`src/rtl/maskbus_pkg.sv`:
```
// Shared definitions for the masked 9-bit bus: word width, PRBS9 taps,
// default seed and sync word, mask step function and receiver state enum.
package maskbus_pkg;

  localparam int unsigned W      = 9;
  localparam int unsigned TAP_HI = 8;
  localparam int unsigned TAP_LO = 4;
  localparam int unsigned CNT_W  = 8;

  localparam logic [W-1:0] DEFAULT_SEED      = 9'h087;
  localparam logic [W-1:0] DEFAULT_SYNC_WORD = 9'h1FF;

  typedef enum logic {
    HUNT   = 1'b0,
    LOCKED = 1'b1
  } state_t;

  // One step of x^9 + x^5 + 1: shift left, feed back tap 8 xor tap 4.
  function automatic logic [W-1:0] prbs9_next(input logic [W-1:0] mask);
    return {mask[W-2:0], mask[TAP_HI] ^ mask[TAP_LO]};
  endfunction

endpackage

```
`src/rtl/prbs9_gen.sv`:
```
// PRBS9 mask register. Reloads SEED on load (priority) and steps on advance.
// Ports: clk, reset_n (sync, active low), load, advance, mask (current value).
module prbs9_gen
  import maskbus_pkg::*;
#(
  parameter logic [W-1:0] SEED = DEFAULT_SEED
) (
  input  logic         clk,
  input  logic         reset_n,
  input  logic         load,
  input  logic         advance,
  output logic [W-1:0] mask
);

  always_ff @(posedge clk) begin
    if (!reset_n) begin
      mask <= SEED;
    end else if (load) begin
      mask <= SEED;
    end else if (advance) begin
      mask <= prbs9_next(mask);
    end
  end

endmodule

```
`src/rtl/lfsr_unmask.sv`:
```
// Receive-side unmasker: hunts for a raw sync word, then XORs the following
// FRAME_LEN words with a rolling PRBS9 mask and forwards them on a
// valid/ready stream through a single output register.
// Ports: i_clk, i_reset_n (sync, active low); upstream i_valid/i_data/o_ready;
// downstream o_valid/o_data/o_last/i_ready; o_locked status.
module lfsr_unmask
  import maskbus_pkg::*;
#(
  parameter logic [W-1:0] SYNC_WORD = DEFAULT_SYNC_WORD,
  parameter logic [W-1:0] SEED      = DEFAULT_SEED,
  parameter int unsigned  FRAME_LEN = 4
) (
  input  logic         i_clk,
  input  logic         i_reset_n,
  input  logic         i_valid,
  input  logic [W-1:0] i_data,
  output logic         o_ready,
  output logic         o_valid,
  output logic [W-1:0] o_data,
  output logic         o_last,
  input  logic         i_ready,
  output logic         o_locked
);

  localparam logic [CNT_W-1:0] LAST_IDX = CNT_W'(FRAME_LEN - 1);

  state_t           state_q, state_d;
  logic [CNT_W-1:0] count_q, count_d;
  logic [W-1:0]     mask;
  logic             mask_load, mask_advance;
  logic             valid_d, last_d;
  logic [W-1:0]     data_d;
  logic             accept;

  // Single output register with no skid: accept whenever it is free or draining.
  assign o_ready  = !o_valid || i_ready;
  assign accept   = i_valid && o_ready;
  assign o_locked = (state_q == LOCKED);

  prbs9_gen #(
    .SEED(SEED)
  ) u_prbs9 (
    .clk    (i_clk),
    .reset_n(i_reset_n),
    .load   (mask_load),
    .advance(mask_advance),
    .mask   (mask)
  );

  // State, counter and output register.
  always_ff @(posedge i_clk) begin
    if (!i_reset_n) begin
      state_q <= HUNT;
      count_q <= '0;
      o_valid <= 1'b0;
      o_data  <= '0;
      o_last  <= 1'b0;
    end else begin
      state_q <= state_d;
      count_q <= count_d;
      o_valid <= valid_d;
      o_data  <= data_d;
      o_last  <= last_d;
    end
  end

  // Next-state, mask control and output-register load.
  always_comb begin
    state_d      = state_q;
    count_d      = count_q;
    mask_load    = 1'b0;
    mask_advance = 1'b0;
    valid_d      = o_valid;
    data_d       = o_data;
    last_d       = o_last;

    // Drain first; a load below overrides it so there is no bubble.
    if (o_valid && i_ready) begin
      valid_d = 1'b0;
      last_d  = 1'b0;
    end

    unique case (state_q)
      HUNT: begin
        if (accept && (i_data == SYNC_WORD)) begin
          state_d   = LOCKED;
          count_d   = '0;
          mask_load = 1'b1;
        end
      end
      LOCKED: begin
        if (accept) begin
          valid_d      = 1'b1;
          data_d       = i_data ^ mask;
          last_d       = (count_q == LAST_IDX);
          mask_advance = 1'b1;
          count_d      = count_q + CNT_W'(1);
          if (count_q == LAST_IDX) begin
            state_d = HUNT;
          end
        end
      end
      default: state_d = HUNT;
    endcase
  end

endmodule

```
`config.mk`:
```
export PLATFORM = sky130hd
export DESIGN_NAME = lfsr_unmask
export DESIGN_NICKNAME = d
export VERILOG_FILES = /design/src/rtl/maskbus_pkg.sv /design/src/rtl/prbs9_gen.sv /design/src/rtl/lfsr_unmask.sv
export SDC_FILE = /design/constraint.sdc
export NUM_CORES = 1
export LEC_CHECK = 0
export ABC_AREA = 1
export BUFFER_PORTS_ARGS = -buffer_cell sky130_fd_sc_hd__buf_2
export CAP_MARGIN = 5
export CORE_MARGIN = 8
export CORE_UTILIZATION = 53
export CTS_CLUSTER_DIAMETER = 40
export DETAILED_ROUTE_END_ITERATION = 8
export PLACE_DENSITY = 0.79
export SLEW_MARGIN = 20
export SYNTH_ARGS = -nofsm -noshare
export SYNTH_HDL_FRONTEND = slang
export SYNTH_SLANG_ARGS = --single-unit
```
`constraint.sdc`:
```
create_clock -name i_clk -period 1.4 [get_ports i_clk]
set_input_delay 0.07 -clock i_clk [delete_from_list [all_inputs] [get_ports i_clk]]
set_output_delay 0.07 -clock i_clk [all_outputs]
set_load 0.1 [all_outputs]
```
# After elaboration in Yosys (flattened, before gate mapping)

Index checks and enable logic that the tools add are counted.

Register bits: 29
Bits in latches: 0
Memory bits (writable): 0
ROM bits: 0
Word-level logic and storage cells: 39
Memories: 0

$add $sub $neg: 1
Multiply operators: 0
Div/mod/pow operators: 0
$lt $le $gt $ge: 0
Eq/ne operators: 4
Shifts and indexed selects: 0
Mux-type cells: 16
Bitwise logic cells: 4
Reductions and logical operators: 8

Operators by type and width:

| operator                                       | number |
|---|---|
| 2-to-1 mux 8 bit                               | 2 |
| case mux 8 bit (2 select lines)                | 1 |
| 2-to-1 mux 1 bit                               | 12 |
| == test 9 bit (second input constant)          | 1 |
| XOR 9 bit                                      | 1 |
| adder 8 x 1 -> 8 bit (second input constant)   | 1 |
| == test 8 x 2 -> 1 bit (second input constant) | 1 |
| AND reduction 2 bit                            | 2 |
| logical AND 1 bit                              | 3 |
| != test 2 x 1 -> 1 bit (second input constant) | 1 |
| != test 2 bit (second input constant)          | 1 |
| inverter 1 bit                                 | 2 |
| case mux 1 bit (2 select lines)                | 1 |
| OR reduction 2 bit                             | 1 |
| zero test 1 bit                                | 1 |
| logical OR 1 bit                               | 1 |
| XOR 1 bit                                      | 1 |

# Logic depth before layout (Yosys ltp)

Depth after elaboration: 7
Gate-level depth with buffers: 10
Mapped depth without buffers: 9

# Cells and area by module

Synthesis repeated with hierarchy kept, for this count alone.

Cell total of the unflattened synthesis: 177
Area total of the unflattened synthesis: 1362.6 um^2

Modules (own cells, without submodules):

| module      | instances | cells an instance | area an instance (um^2) | sequential area each (um^2) |
|---|---|---|---|---|
| lfsr_unmask | 1         | 129               | 1014.7                  | 400.4 |
| prbs9_gen   | 1         | 48                | 347.8                   | 180.2 |

# Worst setup path before layout

No wires, ideal clock.

Path kind: register -> register
Start point: register o_valid
End point: register u_prbs9.mask[7]
Setup time: 122 ps
Arrival: 2061 ps
Data required time: 1278 ps
Path slack: -782 ps
Cell stages (with the launch flop): 8
Cells stage by stage: dfxtp_1 > nand2_4 > nand2_4 > nor2_8 > buf_4 > buf_4 > nand2_1 > nand3_1

Longest elaborated chain between the ends: 7
Elaborated cells on any way between the ends: 9
Those cells by class: mux (4); reduce/logical (5)

RTL lines:

| element                             | line              | RTL |
|---|---|---|
| from (decl)                         | lfsr_unmask.sv:18 | `output logic o_valid,` |
| from (signal assigned)              | lfsr_unmask.sv:61 | `o_valid <= valid_d;` |
| zero test 1 bit *                   | lfsr_unmask.sv:36 | `assign o_ready = !o_valid \|\| i_ready;` |
| logical OR 1 bit *                  | lfsr_unmask.sv:36 |  |
| via o_ready                         | lfsr_unmask.sv:17 | `output logic o_ready,` |
| logical AND 1 bit *                 | lfsr_unmask.sv:37 | `assign accept = i_valid && o_ready;` |
| logical AND 1 bit                   | lfsr_unmask.sv:85 | `if (accept && (i_data == SYNC_WORD)) begin` |
| 2-to-1 mux 1 bit                    | lfsr_unmask.sv:85 |  |
| 2-to-1 mux 1 bit                    | lfsr_unmask.sv:83 | `unique case (state_q)` |
| OR reduction 2 bit (no source line) | -                 |  |
| to (signal assigned)                | prbs9_gen.sv:21   | `mask <= prbs9_next(mask);` |
| to (decl)                           | prbs9_gen.sv:12   | `output logic [W-1:0] mask` |

The timed path passes the listed nets; every way through them passes the cells marked *.
A chain may end at the register's enable or synchronous reset.

# Worst setup path in the final report

Start point: register o_valid
End point: output port o_ready

Longest elaborated chain between the ends: 2

RTL lines:

| element          | line |
|---|---|
| zero test 1 bit  | lfsr_unmask.sv:36 |
| logical OR 1 bit | lfsr_unmask.sv:36 |
| to (decl)        | lfsr_unmask.sv:17 |

Every way passes these cells.

==> summary.md <==
| Metric | Value |
|---|---|
| Outcome | `complete, no violations` |
| Crit start category | `flip-flop` |
| Total chip power | `1.43 mW` |
| Clock slew at reported path FFs | `90 ps` |
| Clock Path Buffers | `2` |
| Final Hold Vio Count | `0` |
| CP max FO | `3` |
| Synth Area per Inst | `roughly 8 µm²` |
| Total grt overflow | `0` |
| Initial DRC count | `70` |
| Die H | `roughly 67 µm` |
| Post-synthesis cell type count | `25` |
| Yosys warns | `0` |
| Post-route design area | `roughly 1600 µm²` |
| Total global-route track usage | `around 15%` |
| Yosys top cell by area | `dfxtp_1` |
| Number of synthesized register bits | `29` |
| Grt met2 use | `26.8%` |
| Die width | `roughly 67 µm` |
| PD cells | `roughly 900 nW/µm²` |
| Worst slew pin tran | `between 400 and 500 ps` |
| Post-route ant nets | `0` |
| Number of I/O port buffers | `25` |
| Std cell rows | `18` |
| Sequential share of the synthesized area | `around 43%` |
| CP arrival | `roughly 1200 ps` |
| Setup slack after layout | `125 ps` |
| Final clock skew | `a little over 6 ps` |
| Largest net degree at the start of global routing | `19` |
| M1 GR Usage | `14.9%` |
| Cells after Synth | `about 170` |
| H-tree lvl count | `2` |
| Tmin final | `about 1300 ps` |
| Root Driver | `clkbuf_4` |
| Cell Area, Synth | `approximately 1400 µm²` |
| Top cells by area, synth | `dfxtp_1 43%, nand2_1 12%, a21oi_1 8.5%` |
| Die area | `~4400 µm²` |
| Syn Nets | `187` |
| DP Worst Slack | `approximately 83 ps` |
| Slew headroom | `about two thirds` |
| IR drop worst, VDD | `between 700 and 800 µV` |
| Global-route wire length before repair | `between 5000 and 6000 µm` |
| Nature of the critical path endpoint | `output port` |
| DRC viols | `0` |
| HPWL Detailed | `2200 µm` |
| Post-Place Cell Area | `about 1500 µm²` |
| Setup Viol. Count Final | `0` |
| Met3 GRT Util | `under 10%` |
| Number of max-cap violations | `0` |
| Share of layout cells above drive strength 1 | `25.7%` |
| Slew Limit Fails | `0` |
| Number of post-CTS setup repair buffers | `0` |
| Ant diodes | `0` |
| Via-per-instance ratio | `about 5.3` |
| # IOs | `26` |
| Initial antenna violation count | `0` |
| Type of the worst min-delay path | `input port to flip-flop` |
| Leak pwr | `about 0.69 nW` |
| WL/cell | `~13 µm` |
| Clk_lat worst skew | `320 ps` |
| Final period util | `91.1%` |
| CP Data Required Time | `about 1300 ps` |
| Unrepaired setup endpoints after global routing | `no` |
| Maximum operating frequency | `a little under 0.8 GHz` |
| GP Congestion | `about 0.86` |
| Number of global-route vias before repair | `approximately 1200` |
| Via count | `about 1200` |
| Post-cts sizing count | `0` |
| Share of the synthesized area in the top cell type | `a little over two fifths` |
| TritonCTS clock tree | `built` |
| Layer with the highest usage | `met2` |
| Syn-to-layout area delta | `17.6%` |
| CTS buffer count | `5` |
| Hold_ws | `roughly 44 ps` |
| Worst Setup Path Type | `flip-flop to output port` |
| Total Wirelength | `approximately 3000 µm` |
| Initial Util | `between 50% and 60%` |
| 1st-pass router iterations | `4` |
| Core area | `~2500 µm²` |
| Clock sinks | `29` |
| Nets | `around 220` |
| Hold buffer count at cts | `0` |
-- worst paths after layout --
check / to / startpoint / slack [ps] / depth (start not counted)
setup / recovery: o_ready / o_valid$_SDFF_PN0_ / 130 / 2
hold / removal: o_data[0]$_SDFFE_PN0P_ / i_data[0] / 40 / 3
setup reg to reg: count_q[7]$_SDFFE_PN0P_ / o_valid$_SDFF_PN0_ / 130 / 8
hold reg to reg: u_prbs9.mask[5]$_SDFFE_PP0P_ / u_prbs9.mask[5]$_SDFFE_PP0P_ / 500 / 2
-- cell usage after synthesis --
cell type and instances:
inv_2 2, inv_1 11, a21oi_1 23, o211ai_1 1, buf_8 1, buf_2 1
a21oi_2 1, clkbuf_1 1, nor3b_1 1, nor2_4 2, nor2_8 1, nand3_2 1
nand2_1 43, nor2_1 11, nand2_4 4, xnor2_1 10, buf_4 3, nand2_2 1
ha_1 1, o21ai_0 10, nand3_1 12, inv_4 1, dfxtp_1 29, xor2_1 1
nand4_1 1
-- report_power, final --
part	internal (mW)	switching (mW)	total [mW]	leakage, nW
clock network	0.248	0.284	0.532	0.0326
logic	0.0305	0.0453	0.0758	0.427
registers	0.821	0.000306	0.821	0.235
total	1.10	0.330	1.43	0.695
-- kinds of logic after synthesis --
kind of cell | Yosys count | synth area share [%]
xor+xnor | 11 | 7.12
simple gates | 77 | 28.1
fa+ha+maj | 1 | 0.925
flops | 29 | 42.9
compound gates | 35 | 13.4
buf+inv | 20 | 7.49
-- final cells by class --
class	instances	area, µm²
clock buffer	8	58.8
inverter	14	55.1
timing repair buffer	27	140
sequential	29	588
multi-input combinational	124	711
fill	223	865
tap	30	37.5
-- per-stage QoR --
step | TNS (ps) | util, % | std cells
floorplan | -156 | - | 173
CTS | 0 | 64.3 | 232
global placement | 0 | 61.9 | 224
global route | 0 | 64.8 | 232
finish | 0 | 64.8 | 232
detailed placement | 0 | 61.9 | 224
-- routing by layer --
layer | share of wire, % | up-vias
met3 | 4.3 | 7
li1 | - | 617
met1 | 41 | 567
met2 | 52 | 31
met5 | 0 | -
met4 | 2.0 | 0
-- critical path, cell delays in order (launching register included) --
cell and delay, ps:
dfxtp_4 370, nand2_8 80, buf_2 420
-- registers in the layout, summed over array words and instances (netlist names) --
signal / flops
o_valid: 1
o_last: 1
count_q: 8
o_data: 9
o_locked: 1
u_prbs9.mask: 9
-- layout by cell type, fill, tap and decap left out, drive strengths merged --
| cell | n |
|---|---|
| ha | 1 |
| xnor2 | 10 |
| nor3b | 1 |
| inv | 14 |
| dfxtp | 29 |
| clkbuf | 8 |
| nand2 | 48 |
| o21ai | 10 |
| nand3 | 13 |
| xor2 | 1 |
| buf | 27 |
| o211ai | 1 |
| nand4 | 1 |
| nor2 | 14 |
| a21oi | 24 |
No activity file was read; power rests on OpenSTA's default activity.
